--- src/rtl/alu_arbiter.sv ---
// alu_arbiter: two-requester front end for a single shared, purely combinational ALU.
//
// One operation is in flight at a time:
//   - accept a request in IDLE
//   - present the latched operands to the ALU for one EXEC cycle
//   - hold the registered result in RESP until the consumer takes it
//
// State | meaning
// ------+---------------------------------------------------------------
// IDLE  | arbitrating; the winning requester sees ready
// EXEC  | latched operands on alu_*, result captured at the end of cycle
// RESP  | resp_valid high, result held until resp_ready
//
// Ports
//   clk, reset                 clock, synchronous active-high reset
//   reqN_valid/ready           request handshake for requester N (0, 1)
//   reqN_op/a/b/shamt          operation payload for requester N
//   alu_op/a/b/shamt           registered drive into the shared ALU
//   alu_result                 combinational ALU output
//   resp_valid/ready           response handshake
//   resp_id/data/err           owner, registered result, illegal-op flag
//
// Parameter FIXED_PRIORITY: 0 = round-robin on contention,
//                           1 = requester 0 always wins.

module alu_arbiter #(
    parameter int FIXED_PRIORITY = 0
) (
    input  logic        clk,
    input  logic        reset,
    input  logic        req0_valid,
    output logic        req0_ready,
    input  logic [3:0]  req0_op,
    input  logic [31:0] req0_a,
    input  logic [31:0] req0_b,
    input  logic [4:0]  req0_shamt,
    input  logic        req1_valid,
    output logic        req1_ready,
    input  logic [3:0]  req1_op,
    input  logic [31:0] req1_a,
    input  logic [31:0] req1_b,
    input  logic [4:0]  req1_shamt,
    output logic [3:0]  alu_op,
    output logic [31:0] alu_a,
    output logic [31:0] alu_b,
    output logic [4:0]  alu_shamt,
    input  logic [31:0] alu_result,
    output logic        resp_valid,
    input  logic        resp_ready,
    output logic        resp_id,
    output logic [31:0] resp_data,
    output logic        resp_err
);

    typedef enum logic [1:0] {
        IDLE = 2'd0,
        EXEC = 2'd1,
        RESP = 2'd2
    } state_t;

    state_t      state_q,      state_d;
    logic        last_grant_q, last_grant_d;
    logic [3:0]  op_q,         op_d;
    logic [31:0] a_q,          a_d;
    logic [31:0] b_q,          b_d;
    logic [4:0]  shamt_q,      shamt_d;
    logic        id_q,         id_d;
    logic [31:0] resp_data_q,  resp_data_d;
    logic        resp_err_q,   resp_err_d;

    logic grant0;
    logic grant1;

    // Requester 1 wins when it is alone, or on contention when requester 0
    // was the last one served (round-robin mode only).
    always_comb begin
        grant1 = req1_valid &&
                 (!req0_valid || ((FIXED_PRIORITY == 0) && !last_grant_q));
        grant0 = req0_valid && !grant1;
    end

    always_comb begin
        state_d      = state_q;
        last_grant_d = last_grant_q;
        op_d         = op_q;
        a_d          = a_q;
        b_d          = b_q;
        shamt_d      = shamt_q;
        id_d         = id_q;
        resp_data_d  = resp_data_q;
        resp_err_d   = resp_err_q;
        req0_ready   = 1'b0;
        req1_ready   = 1'b0;
        resp_valid   = 1'b0;

        case (state_q)
            IDLE: begin
                // Handshakes are masked while reset is high; the register
                // update itself is overridden by reset in the flop process.
                req0_ready = grant0 && !reset;
                req1_ready = grant1 && !reset;
                if (grant0 || grant1) begin
                    id_d         = grant1;
                    last_grant_d = grant1;
                    op_d         = grant1 ? req1_op    : req0_op;
                    a_d          = grant1 ? req1_a     : req0_a;
                    b_d          = grant1 ? req1_b     : req0_b;
                    shamt_d      = grant1 ? req1_shamt : req0_shamt;
                    state_d      = EXEC;
                end
            end
            EXEC: begin
                resp_data_d = alu_result;
                resp_err_d  = op_q[3];          // op codes 8..15 are illegal
                state_d     = RESP;
            end
            RESP: begin
                resp_valid = !reset;
                if (resp_ready) begin
                    state_d = IDLE;
                end
            end
            default: begin
                state_d = IDLE;
            end
        endcase
    end

    always_ff @(posedge clk) begin
        if (reset) begin
            state_q      <= IDLE;
            last_grant_q <= 1'b1;               // requester 0 wins first contention
            op_q         <= '0;
            a_q          <= '0;
            b_q          <= '0;
            shamt_q      <= '0;
            id_q         <= 1'b0;
            resp_data_q  <= '0;
            resp_err_q   <= 1'b0;
        end else begin
            state_q      <= state_d;
            last_grant_q <= last_grant_d;
            op_q         <= op_d;
            a_q          <= a_d;
            b_q          <= b_d;
            shamt_q      <= shamt_d;
            id_q         <= id_d;
            resp_data_q  <= resp_data_d;
            resp_err_q   <= resp_err_d;
        end
    end

    assign alu_op    = op_q;
    assign alu_a     = a_q;
    assign alu_b     = b_q;
    assign alu_shamt = shamt_q;
    assign resp_id   = id_q;
    assign resp_data = resp_data_q;
    assign resp_err  = resp_err_q;

endmodule
--- config.mk ---
export PLATFORM = sky130hd
export DESIGN_NAME = alu_arbiter
export DESIGN_NICKNAME = d
export VERILOG_FILES = /design/src/rtl/alu_arbiter.sv
export SDC_FILE = /design/constraint.sdc
export NUM_CORES = 1
export LEC_CHECK = 0
export BUFFER_PORTS_ARGS = -buffer_cell sky130_fd_sc_hd__buf_2
export CORE_MARGIN = 8
export CORE_UTILIZATION = 47
export CTS_CLUSTER_SIZE = 25
export DETAILED_ROUTE_END_ITERATION = 16
export HOLD_SLACK_MARGIN = 0.05
export PLACE_DENSITY_LB_ADDON = 0.12
export SLEW_MARGIN = 10
export SYNTH_ARGS = -nofsm -noshare
export SYNTH_HDL_FRONTEND = slang
export SYNTH_SLANG_ARGS = --single-unit
--- constraint.sdc ---
create_clock -name clk -period 3.6 [get_ports clk]
set_input_delay 0.36 -clock clk [delete_from_list [all_inputs] [get_ports clk]]
set_output_delay 0.36 -clock clk [all_outputs]
set_load 0.01 [all_outputs]
==> results of run 1 <==
flip-flops by register name, indices dropped and copies added (netlist names):
name,flops
alu_a,32
alu_b,32
alu_op,4
alu_shamt,5
last_grant_q,1
resp_data,32
resp_err,1
resp_id,1
state_q,2
layer usage:
metal  vias to the layer above  track usage  wire length, µm
li1                       2543            -                -
met1                      2487        0.264             6790
met2                       242        0.415             8850
met3                        38       0.0690             1430
met4                         0        0.112              537
met5                         -            0                0
cells by family (layout without fill, tap and decap cells):
| logic type | after synthesis | after routing | synth area share |
|---|---|---|---|
| AOI/OAI and AO/OA | 185 | 185 | 0.317 |
| buffers and inverters | 61 | 318 | 0.0653 |
| DFF | 110 | 110 | 0.440 |
| other | 0 | 2 | 0 |
| and+or+nand+nor | 225 | 225 | 0.177 |
worst paths after layout:
path	start	endpoint	slack [ns]	depth (start not counted)
setup / recovery	state_q[1]	alu_b[22]	1.25	4
hold / removal	alu_result[3]	resp_data[3]	0.20	3
setup reg to reg	state_q[1]	alu_b[22]	1.25	4
hold reg to reg	resp_data[14]	resp_data[14]	0.46	2
cells in the mapped netlist:
cell type and n:
a311oi_2 59, buf_6 7, a21boi_1 1, nor2b_1 3, and4b_1 1, buf_1 1, a21bo_2 2, buf_4 2
dfxtp_1 110, or3b_2 1, a311oi_1 14, and2_1 1, nand2_1 214, nor4_1 1, a21oi_1 108, or2_1 1
buf_2 30, a221o_1 1, clkbuf_1 21, nand2b_1 1, nor3b_1 1, nor2_4 1
power groups by stage:
stage | sequential [mW] | clock, mW | combinational [mW]
final | 1.42 | 0.771 | 0.819
after global routing | 1.44 | 0.836 | 0.899
after CTS | 1.42 | 0.778 | 0.828
after detailed placement | 1.45 | 0 | 0.825
after global placement | 1.45 | 0 | 0.807
after floorplan | 1.50 | 0 | 0.461
layout make-up:
cell class                      count  area share
Clock buffer                       10      0.0208
Tap cell                          136      0.0257
Timing Repair Buffer              302       0.232
Antenna cell                        2    0.000756
Multi-Input combinational cell    410       0.377
Sequential cell                   110       0.333
Clock inverter                      6      0.0108
worst min-delay path, cell delays in order:
cell and delay (ns):
buf_2 0.09, nand2_1 0.04, a21oi_1 0.05
per-stage QoR:
step | power [mW] | area (µm²) | cells | setup WS, ns
floorplan | 1.96 | 5000 | 581 | 1.99
global placement | 2.25 | 6400 | 958 | 1.31
detailed placement | 2.27 | 6400 | 958 | 1.28
CTS | 3.03 | 6610 | 974 | 1.27
global route | 3.17 | 6620 | 976 | 1.11
finish | 3.01 | 6620 | 976 | 1.25
==> qor_table.md, run 1 <==
| Group | Result | Reported |
|:---|:---|:---|
| run status | Status | finished clean |
| sta | Post-Route Skew | 0.00812 ns |
| layout | Register area | 0.00220 mm² |
| worst setup path | Slowest cell on the critical path | and2_4 |
| yosys | Post-synthesis sequential element count | 110 |
| layout | Share of post-route cells with drive strength above 1 | 0.461 |
| sta | FMAX | 426 MHz |
| clocking | Post-cts repair resize count | 0 |
| layout | Post-layout util | 0.641 |
| worst setup path | Worst path cell trace | nor2_4, and2_4, buf_4, a311oi_2 |
| yosys | Synth area leader | dfxtp_1 |
| run | Count of maximum capacitance violations | 0 |
| clocking | Source-to-sink clock delay at the later pin of the worst-skew pair | 0.38 ns |
| clocking | Hold buffer count at cts | 0 |
| pwr | Clock network power share | 0.256 |
| clocking | Clock Root Buffer | clkbuf_8 |
| clocking | CTS Buffer Depth | 2 |
| worst setup path | Number of buffer and inverter instances along the worst setup path | 1 |
| pwr | Switching component of the power | 984 µW |
| worst setup path | Cell class contributing the biggest share of worst-path delay | simple AND/OR/NAND/NOR gates |
| clocking | Number of buffers created by CTS | 9 |
| worst setup path | Critical Path End Type | flip-flop |
| pwr | Peak supply drop | 213 µV |
| layout | Nets@finish | 1,016 |
| die | Initial cell density of the core | 0.484 |
| worst hold path | Min-Delay Path Class | in2reg |
| sta | RSZ-0062 raised after global routing | false |
| grt | Pin count of the biggest net entering global routing | 75 |
| clocking | H-tree levels | 3 |
| die | Width of the die | 119 µm |
| yosys | Post-synth cell types | 22 |
| route | Number of remaining DRC errors | 0 |
| place | Placed wire-length estimate after detailed placement | 12.9 mm |
| yosys | Average instance area after synthesis | 8.61 µm² |
| layout | Commonest non-fill, non-tap cell in the layout | buf_2 |
| route | Average routed wire per standard cell | 18.0 µm |
| route | Iter 0 DRT Violations | 346 |
| sta | Final Max Slew Viols | 0 |
| sta | WHS | 0.204 ns |
| sta | Final critical-path required period | 2.35 ns |
| layout | Multi-input combinational cell area | 0.00249 mm² |
| worst setup path | CP required | 3.84 ns |
| yosys | Ys Warns | 0 |
| die | Die Y | 119 µm |
| sta | Number of setup violations in the final report | 0 |
| place | Number of buffers added on ports | 292 |
| grt | Combined global-route utilization of all metal layers | 0.239 |
| clocking | CTS tree | built |
| route | Number of routed nets with antenna violations | 0 |
| worst setup path | Data arrival time of the critical path | 2.59 ns |
| grt | Initial antenna violation count | 2 |
| pwr | Cell-internal power | 2.03 mW |
| route | Via count | 5,310 |
| yosys | Part of the Yosys area used for sequential elements | 0.440 |
| die | Number of primary I/O pins | 293 |
| sta | Hold Fails Final Rpt | 0 |
| worst setup path | Kind of critical path | reg2reg |
| die | Area of the placeable core | 0.0103 mm² |
| clocking | CTS sink count | 110 |
| pwr | Fraction of power consumed by sequential logic | 0.473 |
| grt | Vias in the first global route | 5,629 |
| clocking | Clock transition at path regs | 0.10 ns |
| route | Total wirelength of the detailed-routed design | 17.6 mm |
| die | Die footprint | 0.0142 mm² |
| sta | Worst-Margin Slew | 0.797 ns |
| yosys | Area share of the largest cell type after synthesis | 0.440 |
| yosys | Gate count of the mapped netlist | 581 |
| sta | Final total negative setup slack | 0 ns |
| route | Number of vias per cell | 5.44 |
| yosys | Net count after synthesis | 764 |
| place | Final weighted congestion of routability-driven global placement | 0.849 |
| pwr | LEAKAGE | 3.06 nW |
| pwr | Comb pwr share | 0.272 |
| pwr | Switching power as a share of total power | 0.326 |
| clocking | Count of buffers added by post-CTS timing repair for setup | 0 |
| worst setup path | Longest individual stage delay on the worst path | 0.70 ns |
| layout | Most used cells in the layout excluding fill and tap cells | buf_2 (291), nand2_1 (214), dfxtp_1 (110), a21oi_1 (108), a311oi_2 (59) |
| sta | Final Cycle Share | 0.652 |
| sta | Worst rel slew slack | 0.469 |
| route | Iteration count of the initial detailed-routing pass | 6 |
| worst setup path | Setup crit start kind | flip-flop |
| die | Cell Rows | 37 |
| yosys | Netlist area before placement | 0.00500 mm² |
| yosys | Cell types occupying the most area after synthesis | dfxtp_1 (44%), a311oi_2 (18%), nand2_1 (16%) |
| grt | Total global routing overflow | 0 |
| grt | Wire length of the first global-routing pass | 28.2 mm |
| layout | Fill cell instance count of the final layout | 952 |
| pwr | Power Density | 455 mW/mm² |
| layout | Area overhead of the layout relative to synthesis | 32.4% |
| worst setup path | Top fanout value on the critical path | 44 |
(Power assumes the default switching activity.)
==> run 2: changes to the inputs <==
Settings changed: CORE_UTILIZATION 47 to 44.
Clock period 3.6 ns to 2.25 ns, I/O delays scaled along.
==> run 2 against run 1 <==
First-iteration DRC count shrank 0.87%. Final cell count is 0.61% higher. Sequential power rose by 61%. Clock power rose by 110%. Sequential share of layout area is 0.68 points lower. Register-to-register slack worse by 0.91 ns. Combinational power up 61%. Non-clock buffer count increased by 1. Critical endpoint is now req0_ready.
==> qor_table.md, run 2 (synthesis gave the netlist of run 1 again) <==
| Group | Result | Reported | vs previous |
|:---|:---|:---|:---|
| pwr | LEAKAGE | 3.12 nW | was 3.06 nW |
| sta | FMAX | 502 MHz |  |
| pwr | Peak supply drop | 450 µV | was 213 µV |
| layout | Fill cell instance count of the final layout | 1,042 | was 952 |
| clocking | Source-to-sink clock delay at the later pin of the worst-skew pair | 0.34 ns | was 0.38 ns |
| pwr | Cell-internal power | 3.63 mW | was 2.03 mW |
| place | Setup slack after placement | 0.385 ns | was 1.28 ns |
| sta | Final critical-path required period | 1.99 ns |  |
| grt | Vias in the first global route | 5,163 | was 5,629 |
| worst setup path | Critical Path End Type | output pin | was flip-flop |
| sta | Worst-Margin Slew | 1.19 ns | was 0.797 ns |
| die | Area of the placeable core | 0.0113 mm² | was 0.0103 mm² |
| clocking | Number of buffers created by CTS | 9 | unchanged |
| worst setup path | Kind of critical path | reg2out | was reg2reg |
| route | Sum of met2 wire segment lengths after detailed routing | 8.40 mm | was 8.85 mm |
| route | Number of remaining DRC errors | 0 | unchanged |
| die | Initial cell density of the core | 0.444 | was 0.484 |
| clocking | CTS Buffer Depth | 2 | unchanged |
| sta | Least setup slack across all paths after layout | 0.257 ns | was 1.25 ns |
| sta | Worst rel slew slack | 0.210 | was 0.469 |
| clocking | H-tree levels | 3 | unchanged |
| clocking | CTS tree | built | unchanged |
| pwr | Fraction of power consumed by sequential logic | 0.436 | was 0.473 |
| die | Number of primary I/O pins | 293 | unchanged |
| place | Final weighted congestion of routability-driven global placement | 0.807 | was 0.849 |
| layout | Most used cells in the layout excluding fill and tap cells | buf_2 (291), nand2_1 (214), dfxtp_1 (110), a21oi_1 (108), a311oi_2 (59) | unchanged |
| worst setup path | Setup crit start kind | flip-flop | unchanged |
| route | Iter 0 DRT Violations | 343 | was 346 |
| die | Die footprint | 0.0150 mm² | was 0.0142 mm² |
| run status | Status | finished clean | unchanged |
| worst setup path | CP required | 2.03 ns | was 3.84 ns |
| pwr | Total chip power | 5.23 mW | was 3.01 mW |
| sta | RSZ-0062 raised after global routing | false | unchanged |
| die | Die Y | 123 µm | was 119 µm |
| clocking | Clock Root Buffer | clkbuf_16 | was clkbuf_8 |
| pwr | Switching component of the power | 1.60 mW | was 984 µW |
| route | Sum of routed wire segments on met1 | 7.08 mm | was 6.79 mm |
| grt | Total global routing overflow | 0 | unchanged |
| layout | Nets@finish | 1,017 | was 1,016 |
| layout | Area overhead of the layout relative to synthesis | 35.2% | was 32.4% |
| route | Total wirelength of the detailed-routed design | 17.3 mm | was 17.6 mm |
| worst setup path | Register-to-Register Path Depth | 3 | was 4 |
| sta | Hold Fails Final Rpt | 0 | unchanged |
| pwr | Clock network power share | 0.311 | was 0.256 |
| place | Placed wire-length estimate after detailed placement | 12.6 mm | was 12.9 mm |
| sta | Number of setup violations in the final report | 0 | unchanged |
| route | Iteration count of the initial detailed-routing pass | 5 | was 6 |
| route | Max Used Layer | met4 | unchanged |
| place | Number of buffers added on ports | 292 | unchanged |
| grt | Combined global-route utilization of all metal layers | 0.215 | was 0.239 |
| layout | ANT cells | 0 | was 2 |
| worst hold path | Min-Delay Path Class | in2reg | unchanged |
| run | Count of maximum capacitance violations | 0 | unchanged |
| sta | Final total negative setup slack | 0 ns | unchanged |
| grt | Pin count of the biggest net entering global routing | 79 | was 75 |
| die | Cell Rows | 39 | was 37 |
| die | Width of the die | 123 µm | was 119 µm |
| layout | Share of post-route cells with drive strength above 1 | 0.458 | was 0.461 |
| worst setup path | Data arrival time of the critical path | 1.77 ns | was 2.59 ns |
| route | Average routed wire per standard cell | 17.6 µm | was 18.0 µm |
| pwr | Switching power as a share of total power | 0.305 | was 0.326 |
| route | Met3 wirelength from detailed routing | 1.33 mm | was 1.43 mm |
| grt | Wire length of the first global-routing pass | 25.9 mm | was 28.2 mm |
| route | Via count | 5,244 | was 5,310 |
| layout | Commonest non-fill, non-tap cell in the layout | buf_2 | unchanged |
| pwr | Power Density | 774 mW/mm² | was 455 mW/mm² |
| worst hold path | Worst hold path stage count | 3 | unchanged |
| route | Number of vias per cell | 5.34 | was 5.44 |
| pwr | Comb pwr share | 0.253 | was 0.272 |
| grt | Initial antenna violation count | 0 | was 2 |
| clocking | CTS sink count | 110 | unchanged |
| sta | Final Max Slew Viols | 0 | unchanged |
| sta | Final Cycle Share | 0.886 |  |
| clocking | Clock transition at path regs | 0.07 ns | was 0.10 ns |
| route | Number of routed nets with antenna violations | 0 | unchanged |
| worst setup path | Top fanout value on the critical path | 78 | was 44 |
| sta | Post-Route Skew | 0.00750 ns | was 0.00812 ns |
## run 2: cell count changes in the layout (fill, tap and decap cells not counted), sizes merged
cell | before | now
clkbuf | 10 | 13
clkinv | 3 | 1
diode | 2 | 0
buf | 302 | 303
clkinvlp | 2 | 1
## run 2: power by group through the flow
stage	clock [mW]	combinational, mW	sequential, mW
6_report	1.63	1.32	2.28
5_1_grt	1.75	1.44	2.30
4_1_cts	1.66	1.33	2.28
3_5_place_dp	0	1.33	2.32
3_3_place_gp	0	1.31	2.32
2_1_floorplan	0	0.738	2.40
## run 2: path summary, 6_finish.rpt
| path | startpoint | end | slack [ns] |
|---|---|---|---|
| hold reg to reg | resp_data[1] | resp_data[1] | 0.45 |
| setup reg to reg | state_q[1] | alu_a[4] | 0.34 |
| setup / recovery | state_q[1] | req0_ready | 0.26 |
| hold / removal | alu_result[16] | resp_data[16] | 0.12 |
## run 2: routing by layer
metal,track usage,up-vias
met3,0.0552,36
met1,0.261,2448
met2,0.354,220
met4,0.0922,0
li1,-,2540
met5,0,-
## run 2: final cells by class
type | count | area, µm² | area share
Sequential cell | 110 | 2200 | 0.326
Multi-Input combinational cell | 410 | 2490 | 0.368
Clock inverter | 3 | 42.5 | 0.00629
Tap cell | 143 | 179 | 0.0265
Timing Repair Buffer | 303 | 1590 | 0.235
Clock buffer | 13 | 260 | 0.0385
## run 2: critical path: stages, from the launching register on
cell and delay, ns:
dfxtp_1 0.37, nor2_4 0.14, buf_6 0.47, and4b_1 0.29, buf_2 0.15
## run 2: per-stage QoR
step	area [µm²]	utilization	hold WS, ns	std cells
2_1_floorplan	5000	-	0.361	581
6_report	6760	0.600	0.123	982
3_3_place_gp	6450	0.572	0.438	966
4_1_cts	6760	0.599	0.107	982
3_5_place_dp	6450	0.572	0.443	966
5_1_grt	6760	0.600	0.104	982
## run 2: what timing repair did
item                                    4_1_cts  5_1_grt
hold endpoints to repair                      0        0
hold buffers                                  0        0
endpoints found under the setup margin        0        1
gates resized for setup                       0        1
setup buffers                                 0        0
==> run 3: changes to the inputs <==
Settings changed: PLACE_DENSITY from default to 0.81, PLACE_DENSITY_LB_ADDON 0.12 to default.
==> run 3 against run 2 <==
Highest routed layer unchanged. Utilization rose by 0.26 points. Hold slack lost 0.0076 ns. Setup slack improved by 0.19 ns. Maximum frequency is 11% higher. First-iteration DRC count down 4.7%. Largest cell class unchanged. Count of clock-buffer cells in the layout fell by 2.
==> qor_table.md, run 3 (synthesis gave the netlist of run 1 again) <==
| Group | Result | Reported | vs previous |
|:---|:---|:---|:---|
| pwr | Switching power as a share of total power | 0.305 | about the same |
| route | Iter 0 DRT Violations | 327 | was 343 |
| route | Average routed wire per standard cell | 16.9 µm | was 17.6 µm |
| route | Sum of routed wire segments on met1 | 6.59 mm | was 7.08 mm |
| sta | Post-Route Skew | 0.00911 ns | was 0.00750 ns |
| pwr | Clock network power share | 0.308 | was 0.311 |
| worst hold path | Hold wc startpoint | alu_result[3] | was alu_result[16] |
| sta | WHS | 0.116 ns | was 0.123 ns |
| sta | Final total negative setup slack | 0 ns | unchanged |
| clocking | Number of buffers created by CTS | 9 | unchanged |
| worst setup path | Data arrival time of the critical path | 1.57 ns | was 1.77 ns |
| clocking | CTS tree | built | unchanged |
| worst setup path | Startpoint of the most critical register-to-register path | last_grant_q | was state_q[1] |
| layout | Non-filler instance count after layout | 986 | was 982 |
| worst setup path | Kind of critical path | reg2out | unchanged |
| place | Final weighted congestion of routability-driven global placement | 0.785 | was 0.807 |
| die | Area of the placeable core | 0.0113 mm² | unchanged |
| route | Number of vias per cell | 5.27 | was 5.34 |
| sta | Final critical-path required period | 1.80 ns | was 1.99 ns |
| worst setup path | Worst R2R End | alu_shamt[4] | was alu_a[4] |
| sta | Hold Fails Final Rpt | 0 | unchanged |
| clocking | CTS Buffer Depth | 2 | unchanged |
| pwr | Switching component of the power | 1.59 mW | was 1.60 mW |
| pwr | Comb pwr share | 0.258 | was 0.253 |
| sta | Worst-Margin Slew | 0.568 ns | was 1.19 ns |
| clocking | Post-cts repair resize count | 0 | unchanged |
| worst setup path | Slowest cell on the critical path | dfxtp_1 | was buf_6 |
| pwr | Power Density | 767 mW/mm² | was 774 mW/mm² |
| sta | Worst rel slew slack | 0.621 | was 0.210 |
| route | Number of routed nets with antenna violations | 0 | unchanged |
| grt | Initial antenna violation count | 0 | unchanged |
| die | Initial cell density of the core | 0.444 | unchanged |
| layout | Register area | 0.00220 mm² | unchanged |
| sta | RSZ-0062 raised after global routing | false | unchanged |
| pwr | Peak supply drop | 359 µV | was 450 µV |
| sta | Number of setup violations in the final report | 0 | unchanged |
| grt | Pin count of the biggest net entering global routing | 53 | was 79 |
| worst hold path | Min-Delay Path Class | in2reg | unchanged |
| route | Iteration count of the initial detailed-routing pass | 5 | unchanged |
| pwr | Cell-internal power | 3.62 mW | was 3.63 mW |
| route | Total wirelength of the detailed-routed design | 16.7 mm | was 17.3 mm |
| die | Cell Rows | 39 | unchanged |
| clocking | Clock transition at path regs | 0.07 ns | about the same |
| clocking | Hold buffer count at cts | 0 | unchanged |
| worst setup path | Longest individual stage delay on the worst path | 0.38 ns | was 0.47 ns |
| layout | Commonest non-fill, non-tap cell in the layout | buf_2 | unchanged |
| clocking | Count of buffers added by post-CTS timing repair for setup | 0 | unchanged |
| die | Width of the die | 123 µm | unchanged |
| worst setup path | Setup slack, reg-to-reg | 0.59 ns | was 0.34 ns |
| sta | FMAX | 556 MHz | was 502 MHz |
| layout | Nets@finish | 1,022 | was 1,017 |
| pwr | LEAKAGE | 3.14 nW | was 3.12 nW |
| layout | Multi-input combinational cell area | 0.00249 mm² | unchanged |
| sta | Final Max Slew Viols | 0 | unchanged |
| worst hold path | Worst hold path stage count | 3 | unchanged |
| worst setup path | Register-to-Register Path Depth | 4 | was 3 |
| layout | ANT cells | 0 | unchanged |
| layout | Area overhead of the layout relative to synthesis | 35.8% | was 35.2% |
| worst setup path | CP required | 2.03 ns | about the same |
| clocking | H-tree levels | 3 | unchanged |
| clocking | Clock Root Buffer | clkbuf_16 | unchanged |
| grt | Vias in the first global route | 5,084 | was 5,163 |
| worst hold path | End point of the worst hold path | resp_data[3] | was resp_data[16] |
| clocking | Source-to-sink clock delay at the later pin of the worst-skew pair | 0.34 ns | about the same |
| place | Placed cell area | 0.00649 mm² | was 0.00645 mm² |
| layout | Share of post-route cells with drive strength above 1 | 0.461 | was 0.458 |
| worst setup path | Worst path cell trace | nor2_4, buf_4, and4b_1, buf_2 | was nor2_4, buf_6, and4b_1, buf_2 |
| place | Number of buffers added on ports | 292 | unchanged |
| place | Placed wire-length estimate after detailed placement | 12.4 mm | was 12.6 mm |
| worst setup path | Number of buffer and inverter instances along the worst setup path | 2 | unchanged |
| place | Number of instances in the placed design | 971 | was 966 |
| route | Via count | 5,198 | was 5,244 |
| worst setup path | Critical Path End Type | output pin | unchanged |
| clocking | CTS sink count | 110 | unchanged |
| sta | Final Cycle Share | 0.799 | was 0.886 |
| worst setup path | Setup crit start kind | flip-flop | unchanged |
| die | Die Y | 123 µm | unchanged |
| layout | Most used cells in the layout excluding fill and tap cells | buf_2 (291), nand2_1 (214), dfxtp_1 (110), a21oi_1 (108), a311oi_2 (59) | unchanged |
| grt | Total global routing overflow | 0 | unchanged |
| layout | Post-layout util | 0.602 | was 0.600 |
| run status | Status | finished clean | unchanged |
| route | Met3 wirelength from detailed routing | 1.61 mm | was 1.33 mm |
| grt | Combined global-route utilization of all metal layers | 0.208 | was 0.215 |
| layout | Cell area after layout | 0.00679 mm² | was 0.00676 mm² |
| pwr | Fraction of power consumed by sequential logic | 0.435 | was 0.436 |
| worst setup path | Top fanout value on the critical path | 26 | was 78 |
| run | Count of maximum capacitance violations | 0 | unchanged |
| die | Die footprint | 0.0150 mm² | unchanged |
| route | Number of remaining DRC errors | 0 | unchanged |
| grt | Wire length of the first global-routing pass | 25.4 mm | was 25.9 mm |
| layout | Fill cell instance count of the final layout | 1,004 | was 1,042 |
| route | Max Used Layer | met4 | unchanged |
| worst setup path | Cell class contributing the biggest share of worst-path delay | buffers and inverters | unchanged |
| route | Sum of met2 wire segment lengths after detailed routing | 8.27 mm | was 8.40 mm |
| die | Number of primary I/O pins | 293 | unchanged |
-- run 3: worst max-delay path by stage --
stage                  from          to  depth (start not counted)
2_1_floorplan  last_grant_q  req1_ready                          4
3_3_place_gp   last_grant_q   alu_b[25]                          4
3_5_place_dp   last_grant_q   alu_a[31]                          4
4_1_cts          state_q[1]  req0_ready                          4
5_1_grt          state_q[1]  req0_ready                          4
6_report         state_q[1]  req0_ready                          4
-- run 3: power groups by stage --
stage          logic (mW)  registers, mW  clock network [mW]
3_3_place_gp         1.34           2.30                   0
3_5_place_dp         1.36           2.31                   0
5_1_grt              1.46           2.29                1.73
6_report             1.34           2.26                1.60
4_1_cts              1.36           2.26                1.63
2_1_floorplan       0.738           2.40                   0
-- run 3: final cells by class --
class | instances | area share
clock buffer | 11 | 0.0358
sequential | 110 | 0.324
tap | 143 | 0.0264
timing repair buffer | 308 | 0.239
multi-input combinational | 410 | 0.366
clock inverter | 4 | 0.00811
-- run 3: through the flow --
| step | worst slack [ns] | total power, mW |
|---|---|---|
| finish | 0.452 | 5.21 |
| global route | 0.342 | 5.48 |
| CTS | 0.433 | 5.25 |
| detailed placement | 0.616 | 3.66 |
| global placement | 0.693 | 3.63 |
| floorplan | 0.843 | 3.14 |
-- run 3: per-layer routing --
| layer | GRT usage | vias up |
|---|---|---|
| met5 | 0 | - |
| met3 | 0.0626 | 17 |
| met1 | 0.243 | 2381 |
| li1 | - | 2557 |
| met4 | 0.0663 | 0 |
| met2 | 0.360 | 243 |
-- run 3: worst register-to-register path, stage by stage, from the launching register on --
cell and delay [ns]:
dfxtp_1 0.41, a21bo_2 0.36, buf_4 0.39, nand2_1 0.14
a311oi_2 0.27
